[src/rtl/sdm_pkg.sv]
// Shared definitions for the sigma-delta demodulator: CIC order, the FSM state
// type and the internal CIC width derived from the decimation ratio.
package sdm_pkg;

  localparam int CIC_ORDER      = 3;
  localparam int WARMUP_OUTPUTS = 3;

  typedef enum logic {
    WARMUP = 1'b0,
    RUN    = 1'b1
  } state_t;

  // Bit growth of a 3rd-order CIC is 3*log2(R), plus sign and headroom.
  function automatic int cic_width(input int decim_log2);
    return CIC_ORDER * decim_log2 + 2;
  endfunction

endpackage

[src/rtl/sdm_demodulator_if.sv]
// Sample-in / PCM-out bus of the demodulator.
// Handshake: valid_in qualifies din for exactly one cycle and is always accepted
// (no backpressure); valid_out is a one-cycle pulse qualifying a new dout word.
interface sdm_demodulator_if #(
  parameter int dac_bw = 16
);

  logic                     valid_in;
  logic                     din;
  logic                     valid_out;
  logic signed [dac_bw-1:0] dout;

  modport master (output valid_in, output din, input valid_out, input dout);
  modport slave  (input valid_in, input din, output valid_out, output dout);

endinterface

[src/rtl/sdm_cic_stage.sv]
// One integrator/comb pair of the CIC decimator; integrator and comb delay are
// independently enable-gated W-bit registers using modulo-2^W arithmetic.
module sdm_cic_stage #(
  parameter int W = 20
) (
  input  logic         clk,
  input  logic         rst_n,
  input  logic         i_int_en,
  input  logic [W-1:0] i_int_in,
  output logic [W-1:0] o_int_sum,
  input  logic         i_comb_en,
  input  logic [W-1:0] i_comb_in,
  output logic [W-1:0] o_comb_diff
);

  logic [W-1:0] r_int;
  logic [W-1:0] r_dly;

  // The integrator sum already includes the current input so the cascade
  // settles within the cycle in which a sample is accepted.
  assign o_int_sum   = r_int + i_int_in;
  assign o_comb_diff = i_comb_in - r_dly;

  always_ff @(posedge clk) begin
    if (!rst_n) begin
      r_int <= '0;
      r_dly <= '0;
    end else begin
      if (i_int_en)  r_int <= o_int_sum;
      if (i_comb_en) r_dly <= i_comb_in;
    end
  end

endmodule

[src/rtl/sdm_demodulator.sv]
// Sinc3 CIC decimator turning a 1-bit sigma-delta stream into signed PCM.
// decim_log2 must be at least 1 so the comb pipeline is idle before each tick.
module sdm_demodulator
  import sdm_pkg::*;
#(
  parameter int dac_bw     = 16,
  parameter int decim_log2 = 6
) (
  input  logic                clk,
  input  logic                rst_n,
  sdm_demodulator_if.slave    bus,
  output state_t              o_state
);

  localparam int W     = cic_width(decim_log2);
  localparam int SHIFT = W - 1 - dac_bw;
  localparam logic signed [W-1:0] SAT_MAX = W'((1 << (dac_bw - 1)) - 1);
  localparam logic signed [W-1:0] SAT_MIN = ~SAT_MAX;

  logic [decim_log2-1:0] r_cnt;
  logic [W-1:0]          r_latch;
  logic [W-1:0]          r_comb_res;
  logic                  r_comb_go;
  logic                  r_res_v;
  logic [dac_bw-1:0]     r_dout;
  logic                  r_valid_out;
  logic [1:0]            r_warm_cnt;
  state_t                r_state;

  logic                  w_accept;
  logic                  w_tick;
  logic [W-1:0]          w_x;
  logic signed [W-1:0]   w_shifted;
  logic [dac_bw-1:0]     w_scaled;

  assign w_accept = bus.valid_in;
  assign w_tick   = w_accept && (r_cnt == '1);
  // din=0 maps to +1 and din=1 to -1, matching the modulator feedback.
  assign w_x      = bus.din ? {W{1'b1}} : W'(1);

  for (genvar i = 0; i < CIC_ORDER; i++) begin : g_stage
    logic [W-1:0] w_int_in;
    logic [W-1:0] w_int_sum;
    logic [W-1:0] w_comb_in;
    logic [W-1:0] w_comb_diff;

    if (i == 0) begin : g_first
      assign w_int_in  = w_x;
      assign w_comb_in = r_latch;
    end else begin : g_next
      assign w_int_in  = g_stage[i-1].w_int_sum;
      assign w_comb_in = g_stage[i-1].w_comb_diff;
    end

    sdm_cic_stage #(.W(W)) u_stage (
      .clk        (clk),
      .rst_n      (rst_n),
      .i_int_en   (w_accept),
      .i_int_in   (w_int_in),
      .o_int_sum  (w_int_sum),
      .i_comb_en  (r_comb_go),
      .i_comb_in  (w_comb_in),
      .o_comb_diff(w_comb_diff)
    );
  end

  assign w_shifted = $signed(r_comb_res) >>> SHIFT;

  always_comb begin
    w_scaled = w_shifted[dac_bw-1:0];
    if (w_shifted > SAT_MAX)      w_scaled = SAT_MAX[dac_bw-1:0];
    else if (w_shifted < SAT_MIN) w_scaled = SAT_MIN[dac_bw-1:0];
  end

  // Pipeline: tick edge latches the integrator, next edge runs the combs,
  // the edge after that publishes the scaled word.
  always_ff @(posedge clk) begin
    if (!rst_n) begin
      r_cnt       <= '0;
      r_latch     <= '0;
      r_comb_res  <= '0;
      r_comb_go   <= 1'b0;
      r_res_v     <= 1'b0;
      r_dout      <= '0;
      r_valid_out <= 1'b0;
      r_warm_cnt  <= '0;
      r_state     <= WARMUP;
    end else begin
      r_valid_out <= 1'b0;
      r_comb_go   <= w_tick;
      r_res_v     <= r_comb_go;
      if (w_accept)  r_cnt      <= r_cnt + 1'b1;
      if (w_tick)    r_latch    <= g_stage[CIC_ORDER-1].w_int_sum;
      if (r_comb_go) r_comb_res <= g_stage[CIC_ORDER-1].w_comb_diff;
      if (r_res_v) begin
        r_dout <= w_scaled;
        case (r_state)
          WARMUP: begin
            if (r_warm_cnt == 2'(WARMUP_OUTPUTS - 1)) r_state <= RUN;
            else                                       r_warm_cnt <= r_warm_cnt + 1'b1;
          end
          RUN:     r_valid_out <= 1'b1;
          default: r_state <= WARMUP;
        endcase
      end
    end
  end

  assign bus.valid_out = r_valid_out;
  assign bus.dout      = r_dout;
  assign o_state       = r_state;

endmodule

[src/flat_wrapper.sv]
// flat-port wrapper written by rule: the top's interface ports become plain ports
module sdm_demodulator_flat import sdm_pkg::*;
#(
  parameter int dac_bw     = 16,
  parameter int decim_log2 = 6
)
  (clk, rst_n, o_state, bus_valid_in, bus_din, bus_valid_out, bus_dout);
  sdm_demodulator_if #(.dac_bw(dac_bw)) bus_i ();
  input  logic clk;
  input  logic rst_n;
  output state_t o_state;
  input wire logic [$bits(bus_i.valid_in)-1:0] bus_valid_in;
  input wire logic [$bits(bus_i.din)-1:0] bus_din;
  output wire logic [$bits(bus_i.valid_out)-1:0] bus_valid_out;
  output wire logic [$bits(bus_i.dout)-1:0] bus_dout;
  assign bus_i.valid_in = bus_valid_in;
  assign bus_i.din = bus_din;
  assign bus_valid_out = bus_i.valid_out;
  assign bus_dout = bus_i.dout;
  sdm_demodulator #(.dac_bw(dac_bw), .decim_log2(decim_log2)) u_core (.clk(clk), .rst_n(rst_n), .bus(bus_i), .o_state(o_state));
endmodule
[config.mk]
export PLATFORM = sky130hd
export DESIGN_NAME = sdm_demodulator_flat
export DESIGN_NICKNAME = d
export VERILOG_FILES = /design/src/rtl/sdm_pkg.sv /design/src/rtl/sdm_demodulator_if.sv /design/src/rtl/sdm_cic_stage.sv /design/src/rtl/sdm_demodulator.sv /design/src/flat_wrapper.sv
export SDC_FILE = /design/constraint.sdc
export NUM_CORES = 1
export LEC_CHECK = 0
export CORE_UTILIZATION = 61
export DETAILED_ROUTE_END_ITERATION = 8
export HOLD_SLACK_MARGIN = 0.05
export PLACE_DENSITY_LB_ADDON = 0.05
export SLEW_MARGIN = 25
export SYNTH_ARGS = -nofsm -noshare
export SYNTH_HDL_FRONTEND = slang
export SYNTH_HIERARCHICAL = 1
export SYNTH_SLANG_ARGS = --single-unit
[constraint.sdc]
create_clock -name clk -period 7.1 [get_ports clk]
set_input_delay 1.42 -clock clk [delete_from_list [all_inputs] [get_ports clk]]
set_output_delay 1.42 -clock clk [all_outputs]
set_load 0.005 [all_outputs]
==> flow_metrics.tcl, run 1 <==
set metrics [dict create \
    timing.final.max_slew_violations 0 \
    max_cap_violations 0 \
    synth_cells 1477 \
    cp_slowest_stage_delay_ns 0.54 \
    postCtsSetupRepairBufs 0 \
    met3_length_microns 448 \
    synth_area_sq_um 12800 \
    min_path_type "reg -> reg" \
    maxUsedRoutingLayer "met4" \
    required_ns 7.46 \
    diodes 0 \
    wl_met1_microns 11300 \
    antenna_found_initial 0 \
    cts_max_level 4 \
    final.period_utilization_pct 92.5 \
    cp_slowest_cell "clkdlybuf4s50_1" \
    powerDensity_nw_per_um2 340 \
    grt_remaining_overflow 0 \
    synth_nets 1603 \
    port_buffers 21 \
    cts_made_buffers 17 \
    clock_path_buffers 2 \
    p_leak_uw 0.00545 \
    final_area_sq_um 13800 \
    vias 9822 \
    crit_path_end_kind "flop" \
    drc 0 \
    status "finished clean" \
    coreArea_sq_um 20400 \
    gp_congestion 0.838 \
    root_buffer "clkbuf_16" \
    hold_viol_final 0 \
    arrival_ns 6.93 \
    drive_gt1_share_pct 5.81 \
    critical_path_class "in -> reg" \
    worst_slew_pin_slew_ns 0.977 \
    nets 1594 \
    rows 52 \
    dieArea_sq_um 21600 \
    syn2layout_area_growth_pct 7.42 \
    crit_fanout 6 \
    critPathTopFamily "compound AO/OA/AOI/OAI gates" \
    insertion_delay_ns 0.43 \
    cpMostUsedCell "a21oi_1" \
    io_pins 22 \
    grt_max_degree 111 \
    start_util_pct 62.7 \
    rsz0062_at_grt "false" \
    startpoint_type "input pin" \
    timing.final.crit_period_ns 6.57 \
    slew_headroom_pct 34.8 \
    avgSynthCellArea_sq_um 8.67 \
    grt_pass1_vias 9502 \
    path_clk_slew_ns 0.07 \
    avgViaCountPerCell 5.61 \
    avgRoutedWirePerCell_microns 14.1 \
    drt_pass1_iterations 5 \
    cts_tree "done" \
    multi_input_area_sq_um 8500 \
    setup_tns_ns 0 \
    grt.total_usage_pct 23.5 \
    finalSetupViolCount 0 \
    ir_worst_vdd_mv 0.213 \
    wl_met2_microns 12400 \
    cts.sinks 185 \
    cp_num_buf_inv 1 \
    ys_warn_count 6 \
    drtAntennaViolNets 0 \
    postPlaceCellArea_sq_um 13100 \
    num-fill-cells 1791 \
    ff2ff_setup_slack_ns 1.53 \
    place_hpwl_microns 17800 \
    grt_pass1_wl_microns 42600 \
    drt_iter0_drc 335 \
    die_w_microns 147 \
    routed_wirelength_microns 24600 \
    clock-skew-final_ns 0.0140 \
    max_freq_mhz 152 \
    seqCellArea_sq_um 3710 \
    die_h_microns 147 \
]
==> worst register-to-register path, delay by kind of cell, from the launching register on <==
family | cells | cell delay [ns]
muxes | 1 | 0.11
xor gates and xnor gates | 3 | 0.70
and+or+nand+nor | 8 | 1.19
DFF | 1 | 0.35
adders and majority gates | 4 | 1.30
AOI/OAI and AO/OA | 10 | 1.84
buffers and inverters | 1 | 0.05
==> routing by layer <==
layer / GRT usage [%] / up-vias
met5: 0 / -
met4: 7.34 / 0
met3: 3.57 / 25
met2: 43.8 / 103
met1: 27.3 / 4551
li1: - / 5143
==> path summary, 6_finish.rpt <==
kind | endpoint | startpoint | cells after the start
max | u_core/g_stage[0].w_comb_in[19] | bus_din | 26
min | u_core/g_stage[0].u_stage/r_int[15] | u_core/g_stage[0].u_stage/r_int[15] | 2
max reg2reg | u_core/r_comb_res[19] | u_core/g_stage[0].w_comb_in[0] | 27
min reg2reg | u_core/g_stage[0].u_stage/r_int[15] | u_core/g_stage[0].u_stage/r_int[15] | 2
==> cells in the final DEF, fill, tap and decap left out, types with 12 or more instances in the layout <==
| cell type | n |
|---|---|
| dfxtp_1 | 184 |
| o21ai_0 | 67 |
| and3_1 | 12 |
| nand2_1 | 116 |
| clkbuf_16 | 17 |
| xnor2_1 | 73 |
| mux2i_1 | 147 |
| clkdlybuf4s50_1 | 19 |
| nor2b_1 | 141 |
| ha_1 | 116 |
| nor2_1 | 67 |
| a31oi_1 | 25 |
| xor2_1 | 36 |
| a21oi_1 | 83 |
| inv_1 | 91 |
| nand3_1 | 36 |
| a21o_1 | 29 |
==> area by class of cell <==
type / count / share of cell area, %
clock inverters: 13 / 1.16
well taps: 270 / 2.46
clock buffers: 19 / 3.29
flip-flops and latches: 185 / 27.0
multi-input cells: 1146 / 61.8
inverters: 91 / 2.48
repair buffers: 27 / 1.85
==> power breakdown <==
group | total [uW] | switching (uW) | internal, uW
sequential | 1210 | 61.2 | 1150
clock | 988 | 439 | 549
combinational | 2470 | 1420 | 1060
total | 4670 | 1920 | 2760
==> per-stage QoR <==
stage | hold slack [ns] | std cells | worst slack, ns | power, uW | utilization [%]
2_1_floorplan | 0.440 | 1477 | 1.30 | 3250 | -
3_3_place_gp | 0.451 | 1719 | 0.325 | 3630 | 64.3
3_5_place_dp | 0.465 | 1719 | 0.0604 | 3670 | 64.3
4_1_cts | 0.475 | 1751 | 0.503 | 4680 | 67.3
5_1_grt | 0.507 | 1751 | 0.0894 | 5050 | 67.3
6_report | 0.469 | 1751 | 0.534 | 4670 | 67.3
==> sequential cells by signal (all words and copies together), names as in the netlist, 2 cells and up <==
register	count
u_core/r_warm_cnt	2
u_core/r_comb_res	17
u_core/bus.dout	16
u_core/g_stage.u_stage/r_int	60
u_core/g_stage.u_stage/r_dly	60
u_core/g_stage.w_comb_in	20
u_core/r_cnt	6
==> timing repair <==
| action | in CTS | in global routing |
|---|---|---|
| hold buffers | 0 | 0 |
| endpoints found under the setup margin | 0 | 2 |
| endpoints found under the hold margin | 0 | 0 |
| resized for setup | 0 | 2 |
Note: power is estimated with default switching activity, not from simulation.
==> inputs of run 2 (changes only) <==
--- a/config.mk
+++ b/config.mk
@@ -5,10 +5,11 @@
 export SDC_FILE = /design/constraint.sdc
 export NUM_CORES = 1
 export LEC_CHECK = 0
-export CORE_UTILIZATION = 61
+export CORE_UTILIZATION = 64
 export DETAILED_ROUTE_END_ITERATION = 8
 export HOLD_SLACK_MARGIN = 0.05
 export PLACE_DENSITY_LB_ADDON = 0.05
+export RECOVER_POWER = 100
 export SLEW_MARGIN = 25
 export SYNTH_ARGS = -nofsm -noshare
 export SYNTH_HDL_FRONTEND = slang
==> run 2 against run 1 <==
Net effect:
- the run now ends with capacitance limit, slew limit left
- fmax decreased by 1.7%
- combinational power about the same
- first-iteration DRC count increased by 13%
- clock skew decreased by 0.0018 ns
- critical path depth decreased by 1
- clock power decreased by 3.9%
- core utilization increased by 2.6 points
- worst setup slack got worse by 0.11 ns
- wire length decreased by 0.29%
- global-route usage increased by 1.3 points
- critical path type unchanged
==> flow_metrics.tcl, run 2 (synthesis gave the netlist of run 1 again) <==
set metrics [dict create \
    r2r_end "u_core/r_comb_res[19]" \
    drt_iter0_drc 380 \
    grt_remaining_overflow 0 \
    worst_slew_pin_slew_ns 3.18 \
    root_buffer "clkbuf_16" \
    cp_slowest_cell "clkdlybuf4s50_1" \
    setup_tns_ns 0 \
    gp_congestion 0.879 \
    dieArea_sq_um 20600 \
    powerDensity_nw_per_um2 340 \
    ir_worst_vdd_mv 0.213 \
    cts_resized 0 \
    cts_max_level 4 \
    min_path_type "reg -> reg" \
    power_switching_uw 1900 \
    hold_end "u_core/g_stage[0].u_stage/r_int[15]" \
    grt.total_usage_pct 24.8 \
    arrival_ns 7.03 \
    die_h_microns 143 \
    violations "capacitance limit, slew limit" \
    mostFrequentLayoutCell "dfxtp_1" \
    cpMostUsedCell "ha_1" \
    internal_power_uw 2750 \
    critical_path_class "in -> reg" \
    port_buffers 21 \
    num-fill-cells 1601 \
    nets 1595 \
    die_w_microns 143 \
    io_pins 22 \
    grt_pass1_wl_microns 41700 \
    timing.final.max_slew_violations 199 \
    grt_pass1_vias 9512 \
    drive_gt1_share_pct 4.72 \
    max_cap_violations 4 \
    drtAntennaViolNets 0 \
    r2r-start "u_core/g_stage[0].w_comb_in[0]" \
    crit_fanout 6 \
    vias 9840 \
    hold_start "u_core/g_stage[0].u_stage/r_int[15]" \
    drc 0 \
    status "finished with violations" \
    start_util_pct 65.6 \
    cts.sinks 185 \
    holdPathStages 2 \
    power_frac_seq_pct 26.1 \
    cts_tree "done" \
    cts_hold_buf 0 \
    comb_power_share_pct 53.4 \
    slew_headroom_pct -112 \
    diodes 0 \
    cp_slowest_stage_delay_ns 0.55 \
    required_ns 7.45 \
    rows 51 \
    syn2layout_area_growth_pct 6.64 \
    clock-skew-final_ns 0.0122 \
    hold_viol_final 0 \
    total_power_uw 4640 \
    antenna_found_initial 0 \
    cts_made_buffers 17 \
    pwr-share-clk_pct 20.4 \
    startpoint_type "input pin" \
    drt_pass1_iterations 5 \
    finalSetupViolCount 0 \
    grt_max_degree 139 \
    hold_ws_ns 0.476 \
    p_leak_uw 0.00546 \
    path_clk_slew_ns 0.07 \
    postCtsSetupRepairBufs 0 \
    routed_wirelength_microns 24500 \
    mostFrequentLayoutCells "dfxtp_1, mux2i_1, nor2b_1" \
    avgRoutedWirePerCell_microns 14.0 \
    swShare_pct 40.8 \
    avgViaCountPerCell 5.63 \
    timing.final.crit_period_ns 6.68 \
    final.period_utilization_pct 94.1 \
    reg2reg_depth 27 \
    coreArea_sq_um 19500 \
    rsz0062_at_grt "false" \
    max_freq_mhz 150 \
    ff2ff_setup_slack_ns 1.17 \
    crit_path_end_kind "flop" \
    clock_path_buffers 2 \
    insertion_delay_ns 0.43 \
    place_hpwl_microns 17800 \
]
run 2: cell types whose count changed in the layout (fill, tap and decap cells not counted), sizes merged:
cell	delta
buf	-3
clkbuf	+6
clkdlybuf4s50	-18
dlygate4sd3	+18
inv	-2
run 2: power by group through the flow:
| stage | sequential [uW] | clock (uW) | combinational (uW) |
|---|---|---|---|
| 3_5_place_dp | 1230 | 0 | 2440 |
| 2_1_floorplan | 1220 | 0 | 2030 |
| 4_1_cts | 1210 | 974 | 2460 |
| 5_1_grt | 1220 | 1010 | 2770 |
| 6_report | 1210 | 949 | 2480 |
| 3_3_place_gp | 1230 | 0 | 2390 |
run 2: routing by layer:
metal | part of all wire (%) | vias up | GRT usage (%)
li1 | - | 5143 | -
met1 | 45 | 4567 | 27.9
met2 | 51 | 108 | 47.0
met3 | 2.2 | 22 | 4.07
met4 | 1.7 | 0 | 8.23
met5 | 0 | - | 0
run 2: critical path: cells and delay by family:
kind	cells	cell delay [ns]
and+or+nand+nor	7	1.24
AOI/OAI and AO/OA	10	1.91
adders and majority gates	3	1.19
buffers and inverters	1	0.55
muxes	1	0.15
xor gates and xnor gates	3	0.56
run 2: worst max path at each step:
stage             from                               to  slack (ns)  cells past startpoint
6_report       bus_din  u_core/g_stage[0].w_comb_in[18]        0.42                     25
3_3_place_gp   bus_din  u_core/g_stage[0].w_comb_in[19]        0.38                     24
4_1_cts        bus_din  u_core/g_stage[0].w_comb_in[18]        0.58                     25
2_1_floorplan  bus_din  u_core/g_stage[0].w_comb_in[19]        1.30                     25
3_5_place_dp   bus_din  u_core/g_stage[0].w_comb_in[18]        0.16                     25
5_1_grt        bus_din  u_core/g_stage[0].w_comb_in[18]        0.09                     25
run 2: metrics by stage:
step / worst slack, ns / area, sq um / cells / util [%]
after global placement: 0.380 / 13100 / 1715 / 67.3
after detailed placement: 0.158 / 13100 / 1715 / 67.3
after CTS: 0.582 / 13700 / 1747 / 70.3
final: 0.421 / 13700 / 1747 / 69.9
after global routing: 0.0925 / 13700 / 1747 / 69.9
after floorplan: 1.30 / 12800 / 1477 / -
run 2: layout make-up:
| cell class | count | area, sq um | area share [%] |
|---|---|---|---|
| clock inverter | 11 | 138 | 1.01 |
| inverter | 91 | 342 | 2.50 |
| timing repair buffer | 28 | 246 | 1.81 |
| multi-input combinational | 1146 | 8440 | 61.8 |
| clock buffer | 21 | 450 | 3.30 |
| tap | 265 | 332 | 2.43 |
| sequential | 185 | 3710 | 27.2 |
